--- config.mk ---
export PLATFORM = sky130hd
export DESIGN_NAME = zintack_flat
export DESIGN_NICKNAME = d
export VERILOG_FILES = /design/src/rtl/zintack_if.sv /design/src/rtl/zintack.sv /design/src/flat_wrapper.sv
export SDC_FILE = /design/constraint.sdc
export NUM_CORES = 1
export LEC_CHECK = 0
export CORE_MARGIN = 2
export CORE_UTILIZATION = 45
export DETAILED_ROUTE_END_ITERATION = 10
export PLACE_DENSITY = 0.81
export SYNTH_ARGS = -nofsm -noshare
export SYNTH_HDL_FRONTEND = slang
export SYNTH_SLANG_ARGS = --single-unit
--- constraint.sdc ---
create_clock -name fclk -period 2.1 [get_ports fclk]
set_input_delay 0.21 -clock fclk [delete_from_list [all_inputs] [get_ports fclk]]
set_output_delay 0.21 -clock fclk [all_outputs]
set_load 0.02 [all_outputs]
--- src/rtl/zintack_if.sv ---
// zintack_if: Z80-side bus bundle between the CPU pins and the IM2 interrupt controller
//   master: drives zpos/zneg strobes, /M1 /IORQ /MREQ /RD and din; reads /INT and the vector byte
//   slave : the interrupt controller, reads the bus and drives int_n, vec_oe, vec_dout
interface zintack_if;
  logic zpos;
  logic zneg;
  logic m1_n;
  logic iorq_n;
  logic mreq_n;
  logic rd_n;
  logic [7:0] din;
  logic int_n;
  logic vec_oe;
  logic [7:0] vec_dout;
  modport master (output zpos, zneg, m1_n, iorq_n, mreq_n, rd_n, din, input int_n, vec_oe, vec_dout);
  modport slave (input zpos, zneg, m1_n, iorq_n, mreq_n, rd_n, din, output int_n, vec_oe, vec_dout);
endinterface

--- src/rtl/zintack.sv ---
// zintack: multi-source IM2 interrupt controller with INTACK vector and RETI-snooped nesting
//   fclk, rst_n : system clock, async active-low reset
//   z           : Z80 bus (strobes, control, opcode snoop in; /INT, vector byte and its enable out)
//   int_req     : per-source one-fclk request pulses, index 0 highest priority
//   int_mask    : per-source enable
//   vec_base    : IM2 vector base, source i answers vec_base + 2*i
//   in_service  : sources acknowledged and not yet retired by RETI
module zintack #(
  parameter int NSRC = 4,
  parameter int TMO = 128
) (
  input logic fclk,
  input logic rst_n,
  zintack_if.slave z,
  input logic [NSRC-1:0] int_req,
  input logic [NSRC-1:0] int_mask,
  input logic [7:0] vec_base,
  output logic [NSRC-1:0] in_service
);
  localparam int IW = $clog2(NSRC);
  localparam int CW = TMO > 1 ? $clog2(TMO) : 1;
  typedef enum logic {A_IDLE, A_ACK} ack_t;
  typedef enum logic [1:0] {R_IDLE, R_ED, R_RETI} reti_t;
  ack_t a_st, a_nx;
  reti_t r_st, r_nx;
  logic [NSRC-1:0] pending, pending_nx, in_service_nx, allow, cand, clr, isr_set, reti_clr;
  logic [IW-1:0] elig_idx, ack_idx;
  logic elig_any, ack_valid, blk;
  logic [CW-1:0] cnt;
  logic cnt_en, tmo_hit, ack_start, ack_end;
  logic fetch, eval, m1_q, fetch_seen;
  logic [7:0] op_lat;
  // a source may only interrupt if it outranks every source already in service
  always_comb begin
    blk = 1'b0;
    allow = '0;
    for (int i = 0; i < NSRC; i++) begin
      blk = blk | in_service[i];
      allow[i] = ~blk;
    end
    cand = pending & int_mask & allow;
    elig_any = |cand;
    elig_idx = '0;
    for (int i = NSRC - 1; i >= 0; i--)
      if (cand[i]) elig_idx = IW'(i);
  end
  always_comb begin
    ack_start = a_st == A_IDLE && !z.iorq_n && !z.m1_n && z.zneg;
    ack_end = a_st == A_ACK && z.iorq_n;
    a_nx = ack_start ? A_ACK : ack_end ? A_IDLE : a_st;
    cnt_en = !z.int_n && a_st == A_IDLE;
    // drop the asserting source on the cycle the counter would reach TMO-1
    tmo_hit = TMO != 0 && cnt_en && elig_any && int'(cnt) + 1 >= TMO - 1;
    isr_set = ack_end && ack_valid ? NSRC'(1) << ack_idx : '0;
    clr = isr_set | (tmo_hit ? NSRC'(1) << elig_idx : '0);
    pending_nx = (pending & ~clr) | int_req;
    // x & -x isolates the lowest set in-service bit, the one RETI retires
    reti_clr = r_st == R_RETI ? in_service & (~in_service + 1'b1) : '0;
    in_service_nx = (in_service & ~reti_clr) | isr_set;
  end
  // the INTACK M1 has /MREQ high, so it never counts as a fetch
  always_comb begin
    fetch = !z.m1_n && !z.mreq_n && !z.rd_n && z.iorq_n;
    eval = z.m1_n && !m1_q && fetch_seen;
    r_nx = r_st;
    if (r_st == R_RETI) r_nx = R_IDLE;
    else if (eval) r_nx = op_lat == 8'h4D && r_st == R_ED ? R_RETI : op_lat == 8'hED ? R_ED : R_IDLE;
  end
  always_ff @(posedge fclk or negedge rst_n)
    if (!rst_n) begin
      a_st <= A_IDLE;
      r_st <= R_IDLE;
    end else begin
      a_st <= a_nx;
      r_st <= r_nx;
    end
  always_ff @(posedge fclk or negedge rst_n)
    if (!rst_n) begin
      pending <= '0;
      in_service <= '0;
      z.int_n <= 1'b1;
      z.vec_oe <= 1'b0;
      z.vec_dout <= 8'hFF;
      cnt <= '0;
      ack_idx <= '0;
      ack_valid <= 1'b0;
      m1_q <= 1'b1;
      fetch_seen <= 1'b0;
      op_lat <= 8'h00;
    end else begin
      pending <= pending_nx;
      in_service <= in_service_nx;
      z.int_n <= !(elig_any && a_st == A_IDLE);
      z.vec_oe <= ack_start || (a_st == A_ACK && !z.iorq_n && !z.m1_n);
      if (ack_start) begin
        ack_idx <= elig_idx;
        ack_valid <= elig_any;
        z.vec_dout <= elig_any ? vec_base + 8'({elig_idx, 1'b0}) : 8'hFF;
      end
      cnt <= cnt_en && !tmo_hit ? cnt + 1'b1 : '0;
      m1_q <= z.m1_n;
      fetch_seen <= !z.m1_n && (fetch_seen || (z.zpos && fetch));
      if (z.zpos && fetch) op_lat <= z.din;
    end
endmodule

--- src/flat_wrapper.sv ---
// flat-port wrapper written by rule: the top's interface ports become plain ports
module zintack_flat 
#(
  parameter int NSRC = 4,
  parameter int TMO = 128
)
  (fclk, rst_n, int_req, int_mask, vec_base, in_service, z_zpos, z_zneg, z_m1_n, z_iorq_n, z_mreq_n, z_rd_n, z_din, z_int_n, z_vec_oe, z_vec_dout);
  zintack_if z_i ();
  input logic fclk;
  input logic rst_n;
  input logic [NSRC-1:0] int_req;
  input logic [NSRC-1:0] int_mask;
  input logic [7:0] vec_base;
  output logic [NSRC-1:0] in_service;
  input wire logic [$bits(z_i.zpos)-1:0] z_zpos;
  input wire logic [$bits(z_i.zneg)-1:0] z_zneg;
  input wire logic [$bits(z_i.m1_n)-1:0] z_m1_n;
  input wire logic [$bits(z_i.iorq_n)-1:0] z_iorq_n;
  input wire logic [$bits(z_i.mreq_n)-1:0] z_mreq_n;
  input wire logic [$bits(z_i.rd_n)-1:0] z_rd_n;
  input wire logic [$bits(z_i.din)-1:0] z_din;
  output wire logic [$bits(z_i.int_n)-1:0] z_int_n;
  output wire logic [$bits(z_i.vec_oe)-1:0] z_vec_oe;
  output wire logic [$bits(z_i.vec_dout)-1:0] z_vec_dout;
  assign z_i.zpos = z_zpos;
  assign z_i.zneg = z_zneg;
  assign z_i.m1_n = z_m1_n;
  assign z_i.iorq_n = z_iorq_n;
  assign z_i.mreq_n = z_mreq_n;
  assign z_i.rd_n = z_rd_n;
  assign z_i.din = z_din;
  assign z_int_n = z_i.int_n;
  assign z_vec_oe = z_i.vec_oe;
  assign z_vec_dout = z_i.vec_dout;
  zintack #(.NSRC(NSRC), .TMO(TMO)) u_core (.fclk(fclk), .rst_n(rst_n), .z(z_i), .int_req(int_req), .int_mask(int_mask), .vec_base(vec_base), .in_service(in_service));
endmodule
==> flow_summary.json <==
{
  "min_period_ps": 2244,
  "worst_pin_slew_ps": 509.2,
  "clock_sinks": 41,
  "whs_ps": 440.0,
  "timing.fmax_mhz": 445.6,
  "root_buffer": "clkbuf_8",
  "die-area_sq_um": 4998,
  "setup_slack_ps": -144.2,
  "synth_cell_types": 42,
  "peakVddDrop_uv": 401.1,
  "seq_area_sq_um": 1040,
  "grt_pass1_wl_mm": 7.672,
  "crit_end": "u_core.z.vec_dout[7]",
  "rsz0062_at_grt": "true",
  "clkLatencyLatePin_ps": 290,
  "final_common_cell": "clkdlybuf4s50_1",
  "io_pins": 46,
  "cpLargestDelayFamily": "simple AND/OR/NAND/NOR gates",
  "cts_max_path_buffers": 2,
  "track_usage": 0.1938,
  "fillCellCount": 368,
  "wl_per_cell_um": 13.77,
  "crit_chain": "or3_4 -> nor3_2 -> nand2_1 -> a21oi_2 -> ha_2 -> fa_2 -> and3_4 -> nand3_2 -> xnor2_2 -> nor2_1 -> a21oi_1",
  "min_path_type": "input pin to flip-flop",
  "critPathRequiredTime_ps": 2330,
  "skew_ps": 4.662,
  "gr-total-overflow": 0,
  "drt-total-wl_mm": 4.296,
  "yosysWarningCount": 0,
  "antenna_left": 0,
  "syn_inst": 197,
  "synthToLayoutAreaGrowth_pct": 36.25,
  "synth_seq_cells": 41,
  "synth_ff_type": "dfrtp_1",
  "routabilityCongestion": 0.8405,
  "slowest_stage": "or3_4",
  "cp.arrival_ps": 2480,
  "slew_viol_final": 0,
  "synth_top_area_share": 0.3875,
  "finalSetupViolations": 4,
  "yosysSeqAreaShare": 0.5188,
  "r2r_cells": 11,
  "crit_fanout": 2,
  "place_area_sq_um": 2608,
  "fin_total_pwr_uw": 1569,
  "status": "finished with violations",
  "synth_largest_area_cell": "dfrtp_1",
  "vias_per_cell": 5.285,
  "crit_type": "flip-flop to flip-flop",
  "drt-initial-drc-count": 77,
  "drive_gt1_frac": 0.2192,
  "relSlewSlack": 0.6605,
  "antenna_found_initial": 0,
  "final_cells": 312,
  "reg2reg_from": "u_core.in_service[2]",
  "diodes": 0,
  "clkSlewWorstSetupHoldPaths_ps": 80,
  "synth_edf_count": 0,
  "worstSetupStartpoint": "u_core.in_service[2]",
  "reg2reg_to": "u_core.z.vec_dout[7]",
  "cp_num_cells": 11,
  "vias": 1649,
  "cp-start-kind": "flip-flop",
  "dp_hpwl_mm": 3.155,
  "synthArstFlopShare": 1.000,
  "crit_path_end_kind": "flip-flop",
  "syn_area_sq_um": 2002,
  "dieWidth_um": 70.70,
  "multi_input_comb_area_sq_um": 939.7,
  "path_buf_inv": 0,
  "cts_max_level": 2,
  "power_density_nw_per_um2": 575.1,
  "leakagePower_uw": 0.001100,
  "cts_buffers": 5,
  "core-area_sq_um": 4324,
  "avgSynthCellArea_sq_um": 10.16,
  "io_buffer_count": 45,
  "dr.pass1.iters": 4,
  "die_h_um": 70.70,
  "maxCapViolCount": 0,
  "grt_max_degree": 42,
  "synth_nets": 234,
  "cts_tree": "yes",
  "hold_viol_final": 0,
  "start_util": 0.4630,
  "final_nets": 296,
  "final_cell_mix": "44 x clkdlybuf4s50_1, 30 x nor2_1, 30 x dfrtp_1",
  "period_share": 1.069,
  "place_inst": 301,
  "violations": "negative setup slack",
  "fin_area_sq_um": 2728,
  "r2r_slack_ps": -140,
  "slowest_delay_ps": 400,
  "synth_area_leaders": "dfrtp_1 39%, dfstp_2 13%, nor2_1 5.6%, mux2_2 5.1%, a21oi_1 4.3%",
  "first_global_vias": 1728,
  "route.detailed.drc": 0,
  "rows": 24
}
-- final cells by class --
cell class              instances  share of cell area
inverters                       6            0.008257
multi-input cells             145              0.3445
flip-flops and latches         41              0.3812
clock buffers                   6             0.02661
repair buffers                 60              0.2101
well taps                      52             0.02385
clock inverters                 2            0.005505
-- logic make-up (layout without fill, tap and decap cells) --
family          after synthesis  count (layout)  synth area share
fa+ha+maj                     5               5           0.03500
mux                          10              10           0.05625
simple gates                 85              85            0.2125
xor+xnor                      7               7           0.03063
buf+inv                      11              74           0.02624
compound gates               38              38            0.1206
flops                        41              41            0.5187
-- synth_stat cells (3+ instances only) --
| cell | instances |
|---|---|
| nand2_1 | 19 |
| nor2_1 | 30 |
| inv_1 | 6 |
| dfstp_2 | 10 |
| a21oi_1 | 17 |
| nor3b_1 | 3 |
| xnor2_1 | 3 |
| ha_1 | 4 |
| nor3_1 | 6 |
| buf_2 | 3 |
| dfrtp_1 | 31 |
| o21ai_0 | 8 |
| or3_1 | 3 |
| nor4_1 | 3 |
| xor2_1 | 4 |
| mux2_2 | 9 |
| nand3_1 | 8 |
-- worst min-delay path by stage --
stage                       from                   end  cells past startpoint
final                     z_m1_n           u_core.m1_q                      1
after global routing      z_m1_n           u_core.m1_q                      1
after CTS                 z_m1_n           u_core.m1_q                      1
after detailed placement   rst_n     u_core.pending[3]                      2
after global placement     rst_n  u_core.in_service[3]                      2
after floorplan            rst_n           u_core.a_st                      0
-- routing by layer --
metal	GRT usage	vias to the layer above	routed length [um]
met2	0.3105	57	2137
li1	-	813	-
met4	0.07757	0	53
met5	0	-	0
met3	0.05128	6	279
met1	0.2519	773	1825
-- per-stage QoR --
| stage | setup TNS (ps) | utilization | setup WS, ps |
|---|---|---|---|
| floorplan | -573.3 | - | -184.7 |
| global placement | -446.4 | 0.6030 | -132.4 |
| detailed placement | -669.8 | 0.6030 | -182.4 |
| CTS | -372.3 | 0.6273 | -132.0 |
| global route | -1117 | 0.6308 | -292.7 |
| finish | -373.3 | 0.6308 | -144.2 |
-- power breakdown --
| part | internal (uW) | switching [uW] |
|---|---|---|
| combinational | 110 | 68.6 |
| clock | 234 | 283 |
| sequential | 843 | 30.2 |
-- state kept, by name, summed over array words and instances, names as in the netlist, 2 cells and up --
register / count
u_core.op_lat: 8
u_core.z.vec_dout: 8
u_core.cnt: 7
u_core.in_service: 4
u_core.pending: 4
u_core.ack_idx: 2
u_core.r_st: 2
-- repair_timing --
item / in CTS / in global routing
setup endpoints to repair: 5 / 6
hold buffers: 1 / 0
gates resized for setup: 0 / 1
buffers inserted: 1 / 1
pin swaps: 7 / 6
hold endpoints to repair: 31 / 0
No activity file was read; power rests on OpenSTA's default activity.
==> RTL change (same settings) <==
`NSRC` is set to 4 in 2 places; all go to 8.
--- a/src/rtl/zintack.sv
+++ b/src/rtl/zintack.sv
@@ -8,3 +8,3 @@
 module zintack #(
-  parameter int NSRC = 4,
+  parameter int NSRC = 8,
   parameter int TMO = 128
--- a/src/flat_wrapper.sv
+++ b/src/flat_wrapper.sv
@@ -3,3 +3,3 @@
 #(
-  parameter int NSRC = 4,
+  parameter int NSRC = 8,
   parameter int TMO = 128
Interface: changed (resized in_service, int_mask and int_req); port bits go from 46 to 58. No check against the original RTL was run, so the function may have changed too.
==> RTL change against the original RTL <==
The flow finishes with violations (hold timing, setup timing); area after synthesis increased by 27%; count of clock-buffer cells in the layout unchanged; worst setup slack worse by 0.48 ns; sequential cell count grew 9; routed wire length rose by 60%; via count is 45% higher; die area increased by 25%; final area rose by 39%; global-route usage grew 3.8 points; power grew 24%; fmax fell by 18%; sequential power grew 23%; critical endpoint unchanged.
==> RTL change: results (changes against the original RTL) <==
Cells and area
  • Number of multi-input logic gates: 198 (+37%)
  • Reg area: 1267 um^2 (+22%)
  • Seq cells: 50 (+22%)
  • Final clock-cell share: 2.649% (-0.56 points)
  • Area Growth Syn to Fin: 48.62%
  • Invs w/o clock: 12 (+6)
  • NonClk Buf Share: 24.01% (+3.0 points)

GRT
  • GRT Util Overall: 23.21% (+3.8 points)
  • Vias in the first global route: 2432 (+41%)

Clocking
  • # Post-CTS Setup Buffers: 2 (+1)
  • Later-pin clock latency in the skew report: 0.31 ns (+0.02 ns)

Power
  • Clock power share: 31.4% (-1.6 points)
  • Worst vdd ir: 535.5 uV (+34%)
  • P_sw: 491.8 uW (+29%)
  • Total power: 1950 uW (+24%)
  • Flop pwr share: 54.8% (-0.9 points)

STA
  • Final Hold Fails: 4 (+4)
  • Slew margin rel.: 58.24% (-7.8 points)
  • Hold WS: -0.001591 ns (-0.4416 ns)
  • Final Setup Violations: 9 (+5)
  • Min setup slack post-route: -0.6270 ns (-0.4829 ns)

Run status
  • Failing checks: hold timing, setup timing
  • Outcome: finished with violations

Placed design
  • DP Cell Count: 429 (+43%)
  • HPWL Detailed: 4989 um (+58%)

Synth
  • Netlist cell types: 47 (+12%)
  • Syn_nets: 311 (+33%)
  • Mean Syn Cell Area: 9.594 um^2 (-5.6%)

Worst setup path
  • CP peak stage delay: 0.57 ns (+0.17 ns)
  • Cell family with most CP delay: compound AO/OA/AOI/OAI gates
  • Maximum fanout along the worst path: 3 (+1)
  • R2R depth: 12 (+1)

Detailed routing
  • WL final: 6853 um (+60%)
  • Vias per inst: 5.413 (+2.4%)
[RTL change: changes by cell type in the layout (fill, tap and decap cells not counted), sizes merged, moves of 9 or more]
| cell | unedited run | this run |
|---|---|---|
| nand2 | 19 | 38 |
| o21ai | 8 | 19 |
| clkdlybuf4s50 | 44 | 56 |
| buf | 15 | 45 |
| dfrtp | 31 | 40 |
[RTL change: worst max path at each step]
stage,startpoint,end,slack (ns),cells past startpoint
detailed placement,u_core.in_service[2]$_DFF_PN0_,u_core.z.vec_dout[7]$_DFFE_PN1P_,-0.66,12
CTS,u_core.in_service[2]$_DFF_PN0_,u_core.z.vec_dout[7]$_DFFE_PN1P_,-0.63,12
global placement,u_core.in_service[2]$_DFF_PN0_,u_core.z.vec_dout[7]$_DFFE_PN1P_,-0.63,12
finish,u_core.in_service[2]$_DFF_PN0_,u_core.z.vec_dout[7]$_DFFE_PN1P_,-0.63,12
floorplan,u_core.in_service[3]$_DFF_PN0_,u_core.z.vec_dout[7]$_DFFE_PN1P_,-0.68,12
global route,u_core.in_service[2]$_DFF_PN0_,u_core.z.vec_dout[6]$_DFFE_PN1P_,-0.74,13
[RTL change: logic make-up (layout without fill, tap and decap cells)]
family | after synthesis | in the layout | synth area share [%]
xor gates and xnor gates | 8 | 8 | 2.756
muxes | 8 | 8 | 3.543
DFF | 50 | 50 | 49.70
and+or+nand+nor | 117 | 117 | 22.54
buffers and inverters | 17 | 121 | 2.510
adders and majority gates | 6 | 6 | 3.248
AOI/OAI and AO/OA | 59 | 59 | 15.70
[RTL change: layer usage]
layer | track usage (%) | up-vias | share of wire, %
met4 | 9.828 | 0 | 2.6
met5 | 0 | - | 0
met2 | 40.17 | 80 | 52
li1 | - | 1128 | -
met1 | 28.99 | 1162 | 41
met3 | 3.295 | 17 | 4.6
